[src/rtl/imem_load_ctrl.sv]
// Shares the instruction memory between IF-stage word fetches (RUN) and a byte-stream boot loader (LOAD).
// Fetch data returns one cycle after the request. A DRAIN cycle lets the last loader write land before reads resume.
module imem_load_ctrl #(
    parameter int MEM_BYTES = 256,
    parameter int AW        = 8
) (
    input  logic        i_clk,
    input  logic        i_rst,
    input  logic        i_load_start,
    input  logic [8:0]  i_load_len,
    input  logic        i_byte_valid,
    input  logic [7:0]  i_byte_data,
    output logic        o_byte_ready,
    input  logic        i_fetch_req,
    input  logic [31:0] i_fetch_addr,
    output logic        o_fetch_valid,
    output logic [31:0] o_fetch_instr,
    output logic        o_fetch_err,
    output logic        o_stall,
    output logic        o_load_done,
    output logic [8:0]  o_bytes_loaded,
    output logic [31:0] o_mem_read_address,
    input  logic [31:0] i_mem_read_data,
    output logic [31:0] o_mem_write_address,
    output logic [7:0]  o_mem_write_data,
    output logic        o_mem_we
);

    localparam logic [31:0] LP_MEM_BYTES = 32'(MEM_BYTES);
    localparam logic [AW:0] LP_ONE       = (AW+1)'(1);

    typedef enum logic [1:0] {
        S_RUN   = 2'd0,
        S_LOAD  = 2'd1,
        S_DRAIN = 2'd2
    } state_t;

    state_t      r_state;
    state_t      w_next;

    // Counters are AW+1 bits so a full-memory load ends at MEM_BYTES instead of wrapping to 0.
    logic [AW:0] r_len;
    logic [AW:0] r_cnt;
    logic [AW:0] r_bytes;
    logic        r_fetch_valid;
    logic        r_fetch_err;
    logic        r_load_done;
    logic [31:0] r_rd_addr;

    logic        w_fetch_good;
    logic        w_start;
    logic        w_accept;
    logic        w_last;
    logic [AW:0] w_len_clamp;

    assign w_fetch_good = (i_fetch_addr[1:0] == 2'b00) && (i_fetch_addr < LP_MEM_BYTES);
    assign w_start      = (r_state == S_RUN) && i_load_start && (i_load_len != 9'd0);
    assign w_len_clamp  = (32'(i_load_len) > LP_MEM_BYTES) ? LP_MEM_BYTES[AW:0]
                                                           : (AW+1)'(i_load_len);
    assign w_accept     = (r_state == S_LOAD) && i_byte_valid;
    assign w_last       = ((r_cnt + LP_ONE) == r_len);

    always_ff @(posedge i_clk) begin
        if (i_rst) begin
            r_state <= S_RUN;
        end else begin
            r_state <= w_next;
        end
    end

    always_comb begin
        w_next = r_state;
        case (r_state)
            S_RUN:   if (w_start) w_next = S_LOAD;
            S_LOAD:  if (w_accept && w_last) w_next = S_DRAIN;
            S_DRAIN: w_next = S_RUN;
            default: w_next = S_RUN;
        endcase
    end

    always_comb begin
        o_stall            = 1'b0;
        o_byte_ready       = 1'b0;
        o_mem_we           = 1'b0;
        o_mem_write_data   = 8'h00;
        o_mem_read_address = i_fetch_addr;
        case (r_state)
            S_RUN: begin
                o_mem_read_address = i_fetch_addr;
            end
            S_LOAD: begin
                o_stall            = 1'b1;
                o_byte_ready       = 1'b1;
                o_mem_we           = i_byte_valid;
                o_mem_write_data   = i_byte_data;
                o_mem_read_address = r_rd_addr;
            end
            S_DRAIN: begin
                o_stall            = 1'b1;
                o_mem_read_address = r_rd_addr;
            end
            default: begin
                o_stall            = 1'b0;
            end
        endcase
    end

    always_ff @(posedge i_clk) begin
        if (i_rst) begin
            r_len         <= '0;
            r_cnt         <= '0;
            r_bytes       <= '0;
            r_fetch_valid <= 1'b0;
            r_fetch_err   <= 1'b0;
            r_load_done   <= 1'b0;
            r_rd_addr     <= '0;
        end else begin
            r_fetch_valid <= (r_state == S_RUN) && i_fetch_req && w_fetch_good;
            r_fetch_err   <= (r_state == S_RUN) && i_fetch_req && !w_fetch_good;
            r_load_done   <= (r_state == S_DRAIN) ||
                             ((r_state == S_RUN) && i_load_start && (i_load_len == 9'd0));
            if (r_state == S_RUN) begin
                r_rd_addr <= i_fetch_addr;
            end
            if (w_start) begin
                r_len   <= w_len_clamp;
                r_cnt   <= '0;
                r_bytes <= '0;
            end else if (w_accept) begin
                r_cnt   <= r_cnt + LP_ONE;
                r_bytes <= r_bytes + LP_ONE;
            end
        end
    end

    assign o_fetch_valid       = r_fetch_valid;
    assign o_fetch_err         = r_fetch_err;
    assign o_fetch_instr       = r_fetch_valid ? i_mem_read_data : 32'h0;
    assign o_load_done         = r_load_done;
    assign o_bytes_loaded      = 9'(r_bytes);
    assign o_mem_write_address = 32'(r_cnt);

endmodule

[config.mk]
export PLATFORM = sky130hd
export DESIGN_NAME = imem_load_ctrl
export DESIGN_NICKNAME = d
export VERILOG_FILES = /design/src/rtl/imem_load_ctrl.sv
export SDC_FILE = /design/constraint.sdc
export NUM_CORES = 1
export LEC_CHECK = 0
export ABC_AREA = 1
export BUFFER_PORTS_ARGS = -buffer_cell sky130_fd_sc_hd__buf_2
export CORE_MARGIN = 1
export CORE_UTILIZATION = 45
export CTS_BUF_LIST = sky130_fd_sc_hd__clkbuf_4 sky130_fd_sc_hd__clkbuf_8 sky130_fd_sc_hd__clkbuf_16
export DETAILED_ROUTE_END_ITERATION = 8
export MAX_ROUTING_LAYER = met4
export PLACE_DENSITY_LB_ADDON = 0.2
export SLEW_MARGIN = 20
export SYNTH_ARGS = -nofsm -noshare
export SYNTH_HDL_FRONTEND = slang
export SYNTH_SLANG_ARGS = --single-unit
[constraint.sdc]
create_clock -name i_clk -period 2.2 [get_ports i_clk]
set_clock_uncertainty 0.05 [all_clocks]
set_input_delay 0 -clock i_clk [delete_from_list [all_inputs] [get_ports i_clk]]
set_output_delay 0 -clock i_clk [all_outputs]
set_load 0.02 [all_outputs]
**After elaboration in Yosys (flattened, before gate mapping)**

Index checks and enable logic that the tools add are counted.

- Register bits after elaboration: 64
- Input port bits: 86
- Output and inout port bits: 119
- Word-level logic and storage cells: 45

- $add $sub $neg: 2
- Order comparisons: 2
- Equality and inequality tests: 5
- Mux-type cells: 10
- Reduce and logical (&&, ||, !) cells: 18

Operator list:

| kind | number |
|---|---|
| 32-bit 2-to-1 mux | 2 |
| 32-bit by 9-bit less-than comparator with 1-bit output, second input constant | 1 |
| 9-bit by 1-bit adder with 9-bit output, second input constant | 2 |
| 9-bit == test | 1 |
| 9-bit greater-than comparator, second input constant | 1 |
| 1-bit logical AND | 9 |
| 9-bit logical NOT | 1 |
| 9-bit 2-to-1 mux | 1 |
| 9-bit nonzero test | 1 |
| 8-bit 2-to-1 mux | 1 |
| 2-bit logical NOT | 2 |
| 2-bit 2-to-1 mux | 2 |
| 2-bit one-hot mux with 2 select lines | 1 |
| 2-bit OR reduction | 2 |
| 1-bit 2-to-1 mux | 3 |
| 2-bit by 1-bit == test with 1-bit output, second input constant | 1 |
| 2-bit == test, second input constant | 1 |
| 2-bit by 1-bit != test with 1-bit output, second input constant | 1 |
| 2-bit != test, second input constant | 1 |
| 2-bit AND reduction | 1 |
| 1-bit logical NOT | 1 |
| 1-bit logical OR | 1 |

**Longest topological paths before layout**

Gate-level depths: netlist of the first run.

- Word-level depth: 5
- Depth in mapped cells: 13
- Mapped depth without buffers: 13

**Worst setup path after synthesis of the first run**

Ideal clock, no wire load.

- Kind: reg-to-reg
- From: register r_state[1]
- To: register r_bytes[7] (netlist: o_bytes_loaded[7])
- Arrival time: 1,682 ps
- Required time: 2,033 ps
- Slack: 351 ps
- Stages on the path, launching flop included: 12
- Period minus slack after synthesis: 1,849 ps
- Cell sequence: dfxtp_1 > inv_1 > ha_1 > buf_4 > nand2_4 > buf_6 > nor3_4 > nand2_1 > nor2_2 > nand3_1 > xor2_1 > nor2_1

- Cells in the longest elaborated chain, start to end: 4
- Elaborated cells between the ends (all ways): 6

RTL lines:

| what | RTL line | source |
|---|---|---|
| start: declaration | 38 | `state_t r_state;` |
| start signal: assignment | 67 | `r_state <= w_next;` |
| 2-bit logical NOT | 57 | `assign w_start = (r_state == S_RUN) && i_load_start && (i_load_len != 9'd0);` |
| 1-bit logical AND (2 in a row) | 57 |  |
| 2-bit OR reduction (no source line) | -- |  |
| end signal: assignment | 131 | `r_bytes <= r_bytes + LP_ONE;` |
| end: declaration | 44 | `logic [AW:0] r_bytes;` |

Parallel ways exist; a longest one is shown, timed or not.
A chain may end at the register's enable or synchronous reset.

**Final worst setup path of the first run**

- From: register r_state[0]
- To: register r_fetch_valid (netlist: o_fetch_valid)

- Cells in the longest elaborated chain, start to end: 3

RTL lines:

| what | RTL line | source |
|---|---|---|
| 2-bit logical NOT | 118 | `r_fetch_valid <= (r_state == S_RUN) && i_fetch_req && w_fetch_good;` |
| 1-bit logical AND (2 in a row) | 118 |  |
| end signal: assignment | 118 |  |
| end: declaration | 45 | `logic r_fetch_valid;` |

Every way passes these cells.

==> out/results.ini, run 1 <==
[timing]
post-route-min-period_ns=2.08
finalMaxSlewViolations=0
period_share_pct=94.6
fmax_mhz=481
setup_viol=0
final_hold_viol_count=0
whs_ns=0.0146
tns_ns=0
rsz0062_at_grt=yes
relSlewSlack_pct=59.1
tightest_slew_ns=0.607

[detailed_routing]
drtAntennaViolNets=0
routedWlPerCell_um=12.4
vias_per_cell=4.82
drc=0
dr_total_vias=4320
drtIter0Drc=222
finalWirelength_um=11100
firstDrtPassIters=5

[critical_path]
cp_max_fo=65
r2r_slack_ns=0.12
worst_ep_arrival_time_ns=2.31
r2r-end=o_fetch_valid$_SDFF_PP0_
critPathLaunchType=register
cp-startpoint=r_state[0]$_SDFFE_PP0P_
cp_data_required_time_ns=2.43
end_kind=register
crit-reg2reg-launch=r_state[0]$_SDFFE_PP0P_
path_class=reg -> reg
r2r_cells=6

[final_layout]
nNetsFinal=881
layout-drive-gt1-share_pct=29.7
areaGrowthSynthToFinish_pct=42.0
final_util_pct=67.3
num_antenna_cells=0
stdcell_area_um2=5310

[floorplanning]
io_pins=205
start_util_pct=47.4
dieHeight_um=93.2
die_x_um=93.2
dieArea_um2=8680
rows=32
core_area_um2=7890

[global_routing]
antenna_found_initial=0
grt_max_degree=66
grt_pass1_vias=4006
overflow=0
track_usage_pct=26.0
grt_pass1_wl_um=17400

[worst_hold_path]
worstHoldStart=i_byte_valid
hold_path.class=in -> reg
min_path_cells=4
min_to=r_cnt[3]$_SDFFE_PP0P_

[synthesis]
synth_fa_ha_area_share_pct=2.01
yosys.area_share.simple_pct=26.2
synth.distinct_cells=34
syn_area_per_cell_um2=6.56
synth_compound_gate_area_share_pct=18.1
ys_seq_elements=64
ys_seq_area_share_pct=34.3
netlist_area_um2=3740
synthXorXnorAreaFrac_pct=0.703
synth_warnings=0
synthCells=570
synth.area.mux_share_pct=0
ys.flop_type=dfxtp_1
synthArstFlopShare_pct=0
synth_top_family_by_area=simple AND/OR/NAND/NOR gates
synth_edf_count=0

[clock_tree]
clockBufferDepth=2
clock_sinks=64
cts_buffers=9
root_buffer=clkbuf_8
htree_levels=3
clk_latency_ns=0.33
cts.clk_slew.worst_paths_ns=0.07
cts_tree=yes

[place]
place_area_um2=4640
finalWeightedCongestion=0.908
io_buffers=181
hpwl_um=7730

[power]
pwr_density_cell_nw_per_um2=777
p_leak_uw=0.00301
vdd_drop_max_mv=0.543

[status]
status=complete, no violations

[run]
cap_violations=0

==> cell families (layout without fill, tap and decap cells) <==
group                    after synthesis  after routing
buffers and inverters                156            358
XOR/XNOR                               3              3
AO/OA/AOI/OAI                        131            131
adder cells (fa/ha/maj)                6              6
other                                  1             23
flip-flops                            64             64
AND/OR/NAND/NOR                      209            209
==> worst max-delay path by stage <==
stage | to | slack [ns] | cells after the start
final | o_fetch_valid$_SDFF_PP0_ | 0.12 | 6
after detailed placement | r_state[0]$_SDFFE_PP0P_ | 0.34 | 12
after floorplan | o_bytes_loaded[7]$_SDFFE_PP0P_ | 0.35 | 11
after CTS | r_len[2]$_SDFFE_PP0P_ | 0.02 | 9
after global routing | o_fetch_valid$_SDFF_PP0_ | -0.02 | 6
after global placement | r_state[0]$_SDFFE_PP0P_ | 0.42 | 12
==> power by group <==
group	switching (uW)	internal [uW]	total (uW)	leakage [uW]
Combinational	1100	571	1670	0.00238
Sequential	93.5	1330	1430	0.000526
Clock	461	565	1030	0.000103
Total	1660	2470	4130	0.00301
==> cell type report <==
cell class	count	area, um^2
multi-input combinational	372	1860
inverter	108	407
clock inverter	5	56.3
tap	102	128
clock buffer	11	145
timing repair buffer	234	1430
sequential	64	1280
fill	709	2580
==> stage by stage <==
step	std cells	setup slack [ns]	power (uW)
4_1_cts	896	0.0169	4100
3_3_place_gp	835	0.424	2990
2_1_floorplan	592	0.351	2550
3_5_place_dp	835	0.339	3020
6_report	896	0.120	4130
5_1_grt	896	-0.0244	4390
==> routing by layer <==
| metal | global-route usage [%] | wire [um] | vias up |
|---|---|---|---|
| met2 | 46.1 | 5620 | 174 |
| met3 | 4.39 | 648 | 42 |
| met5 | - | 0 | - |
| met1 | 27.5 | 4410 | 1926 |
| met4 | 14.5 | 454 | 0 |
| li1 | - | - | 2178 |
==> worst max-delay path, stage by stage (launching register included) <==
cell           delay, ns
dfxtp_1             0.32
inv_1               0.17
ha_4                0.17
buf_4               0.45
nand3_1             0.17
nor2_1              0.12
dlygate4sd3_1       0.54
==> sequential cells by signal, indices dropped and copies added, names as in the netlist <==
signal / cells
o_load_done: 1
r_rd_addr: 32
o_fetch_err: 1
r_state: 2
r_cnt: 9
o_bytes_loaded: 9
r_len: 9
o_fetch_valid: 1
==> synth_stat cells (2+ instances only) <==
cell type	instances	share of area, %
dfxtp_1	64	34
ha_1	6	2.0
nor2_2	4	0.67
o21a_1	2	0.40
a31oi_1	2	0.33
nand4_1	7	1.2
buf_6	2	0.60
nand3_2	7	1.9
nand2_2	5	0.84
a21oi_1	46	6.2
nand3_1	23	3.1
buf_4	25	5.0
nand2_4	2	0.60
clkbuf_1	20	2.0
nor3b_1	2	0.40
inv_1	104	10
nand2_1	126	13
xor2_1	3	0.70
inv_2	3	0.30
nor2_4	2	0.60
o21ai_0	77	10
nor2_1	26	2.6
==> what timing repair did <==
action | 4_1_cts | 5_1_grt
hold buffers | 45 | 0
buffers inserted | 0 | 0
endpoints found under the setup margin | 0 | 6
resized for setup | 0 | 3
endpoints found under the hold margin | 43 | 0
==> layout by cell type, fill, tap and decap left out, types with 4 or more instances in the layout <==
cell             n
conb_1          23
o21ai_0         77
nand3_1         23
a21oi_1         46
clkbuf_8        10
ha_1             5
inv_1          104
buf_2          181
dfxtp_1         64
nand2_1        126
nor2_2           4
nor2_1          25
nand3_2          7
nand4_1          7
dlygate4sd3_1   45
nand2_2          5
buf_4            7
Power figures use the tool's default switching activity.
==> run 2: changes to the inputs <==
--- a/config.mk
+++ b/config.mk
@@ -8,2 +8,3 @@
 export ABC_AREA = 1
+export ABC_CLOCK_PERIOD_IN_PS = 2200
 export BUFFER_PORTS_ARGS = -buffer_cell sky130_fd_sc_hd__buf_2
--- a/constraint.sdc
+++ b/constraint.sdc
@@ -4,2 +4,2 @@
 set_output_delay 0 -clock i_clk [all_outputs]
-set_load 0.02 [all_outputs]
+set_load 0.1 [all_outputs]
==> run 2 against run 1 <==
Net effect: flip-flop and latch count did not move; register-to-register slack improved by 0.20 ns; worst hold slack improved by 0.0095 ns; clock power rose by 20%; total power rose by 69%; global-route usage rose by 1.9 points; die area did not move; first-iteration DRC count rose by 16%; routed wire length rose by 7.2%; worst setup slack improved by 0.10 ns; critical path depth did not move; utilization rose by 8.7 points.
==> out/results.ini, run 2 (synthesis results as in run 1) <==
[status]
status=complete, no violations  ; unchanged

[run]
cap_violations=0  ; unchanged

[final_layout]
final_cells=893  ; was 896
largest_register_ffs=32  ; unchanged
regMostFlops=r_rd_addr  ; unchanged
nNetsFinal=878  ; was 881
final_cell_mix=buf_2, nand2_1, inv_1  ; unchanged
areaGrowthSynthToFinish_pct=60.3  ; was 42.0%
stdcell_area_um2=5990  ; was 5310 um^2
final_util_pct=76.0  ; was 67.3%
final_common_cell=buf_2  ; unchanged
layout-drive-gt1-share_pct=34.4  ; was 29.7%
nFillCells=568  ; was 709

[critical_path]
critPathLaunchType=register  ; unchanged
crit_buf_inv=3  ; unchanged
path_class=reg -> out  ; was reg -> reg
cp_max_fo=26  ; was 65
worst_ep_arrival_time_ns=1.93  ; was 2.31 ns
max_stage_delay_ns=0.50  ; was 0.54 ns
crit_top_cell=buf_12
cp_data_required_time_ns=2.15  ; was 2.43 ns
worst_path_dominant_cell_family=buffers and inverters  ; unchanged
end_kind=output pin  ; was register
slowest_stage=ha_4  ; was dlygate4sd3_1
path_cells=inv_1, ha_4, buf_12, nand2_1, o21ai_2, buf_12  ; was inv_1, ha_4, buf_4, nand3_1, nor2_1, dlygate4sd3_1

[floorplanning]
start_util_pct=47.4  ; unchanged
dieArea_um2=8680  ; unchanged
die_x_um=93.2  ; unchanged
rows=32  ; unchanged
dieHeight_um=93.2  ; unchanged
io_pins=205  ; unchanged
core_area_um2=7890  ; unchanged

[clock_tree]
clock_sinks=64  ; unchanged
cts.clk_slew.worst_paths_ns=0.06  ; was 0.07 ns
clockBufferDepth=2  ; unchanged
cts_resized=0  ; unchanged
root_buffer=clkbuf_8  ; unchanged
cts_setup_buffers=0  ; unchanged
clk_latency_ns=0.33  ; about the same
cts_hold_buf=43  ; was 45
cts_tree=yes  ; unchanged
cts_buffers=9  ; unchanged
htree_levels=3  ; unchanged

[place]
place_area_um2=5320  ; was 4640 um^2
place_ws_ns=0.328  ; was 0.339 ns
place_inst=834  ; was 835
hpwl_um=8160  ; was 7730 um
finalWeightedCongestion=0.874  ; was 0.908
io_buffers=181  ; unchanged

[power]
pwr_density_cell_nw_per_um2=1160  ; was 777 nW/um^2
p_leak_uw=0.00324  ; was 0.00301 uW
vdd_drop_max_mv=1.03  ; was 0.543 mV

[global_routing]
grt_pass1_vias=4144  ; was 4006
overflow=0  ; unchanged
grt_pass1_wl_um=18600  ; was 17400 um
track_usage_pct=27.9  ; was 26.0%
antenna_found_initial=0  ; unchanged
grt_max_degree=67  ; was 66

[detailed_routing]
finalWirelength_um=11900  ; was 11100 um
routedWlPerCell_um=13.4  ; was 12.4 um
drtAntennaViolNets=0  ; unchanged
drtIter0Drc=257  ; was 222
vias_per_cell=4.92  ; was 4.82
firstDrtPassIters=6  ; was 5
dr_total_vias=4395  ; was 4320
drc=0  ; unchanged

[timing]
post-route-min-period_ns=1.98  ; was 2.08 ns
setup_viol=0  ; unchanged
final_hold_viol_count=0  ; unchanged
finalMaxSlewViolations=0  ; unchanged
tightest_slew_ns=0.654  ; was 0.607 ns
rsz0062_at_grt=no  ; was yes
relSlewSlack_pct=55.9  ; was 59.1%
setup_slack_ns=0.220  ; was 0.120 ns
period_share_pct=90.0  ; was 94.6%
fmax_mhz=505  ; was 481 MHz
tns_ns=0  ; unchanged

[worst_hold_path]
hold_path.class=in -> reg  ; unchanged

## run 2: cell count changes in the layout (fill, tap and decap cells not counted), moves of 2 or more
cell,before,now
buf_12,1,35
buf_2,181,148
o21ai_0,77,45
o21ai_2,1,28
dfxtp_1,64,58
dfxtp_2,0,6
o21ai_4,0,5
buf_4,7,5
bufinv_16,1,3
clkinv_2,3,1
dlygate4sd3_1,45,43
## run 2: worst paths after layout
kind	slack, ns	startpoint	to	cells after the start
hold reg to reg	0.46	r_cnt[1]$_SDFFE_PP0P_	r_cnt[1]$_SDFFE_PP0P_	2
hold / removal	0.02	i_byte_valid	r_cnt[3]$_SDFFE_PP0P_	4
setup reg to reg	0.32	r_state[0]$_SDFFE_PP0P_	o_bytes_loaded[5]$_SDFFE_PP0P_	10
setup / recovery	0.22	r_state[0]$_SDFFE_PP0P_	o_mem_read_address[8]	6
## run 2: cell type report
cell class | count | area [um^2] | share of cell area (%)
diodes | 1 | 2.50 | 0.0417
well taps | 102 | 128 | 2.13
clock inverters | 3 | 90.1 | 1.50
inverters | 108 | 407 | 6.78
multi-input cells | 372 | 2020 | 33.6
flip-flops and latches | 64 | 1290 | 21.5
clock buffers | 12 | 153 | 2.55
repair buffers | 231 | 1910 | 31.9
## run 2: routing by layer
metal / vias up / track usage (%) / routed length (um)
met4: 0 / 9.36 / 204
met1: 2009 / 30.2 / 4520
li1: 2180 / - / -
met2: 186 / 51.5 / 6400
met3: 20 / 4.88 / 805
met5: - / - / 0
## run 2: tightest hold or removal path, cell delays in order
cell and delay [ns]:
buf_2 0.11, nand2_4 0.12, nand2_1 0.08, a21oi_1 0.05
## run 2: per-stage QoR
| step | power (uW) | hold slack (ns) |
|---|---|---|
| CTS | 6960 | 0.000464 |
| global placement | 5610 | 0.193 |
| floorplan | 4450 | 0.0651 |
| global route | 7220 | 0.0284 |
| finish | 6960 | 0.0241 |
| detailed placement | 5660 | 0.202 |
## run 2: power by group
group / total [uW] / internal [uW] / switching [uW] / leakage (uW)
combinational: 4290 / 1270 / 3020 / 0.00259
sequential: 1430 / 1340 / 98.1 / 0.000529
clock: 1240 / 804 / 439 / 0.000124
total: 6960 / 3410 / 3550 / 0.00324
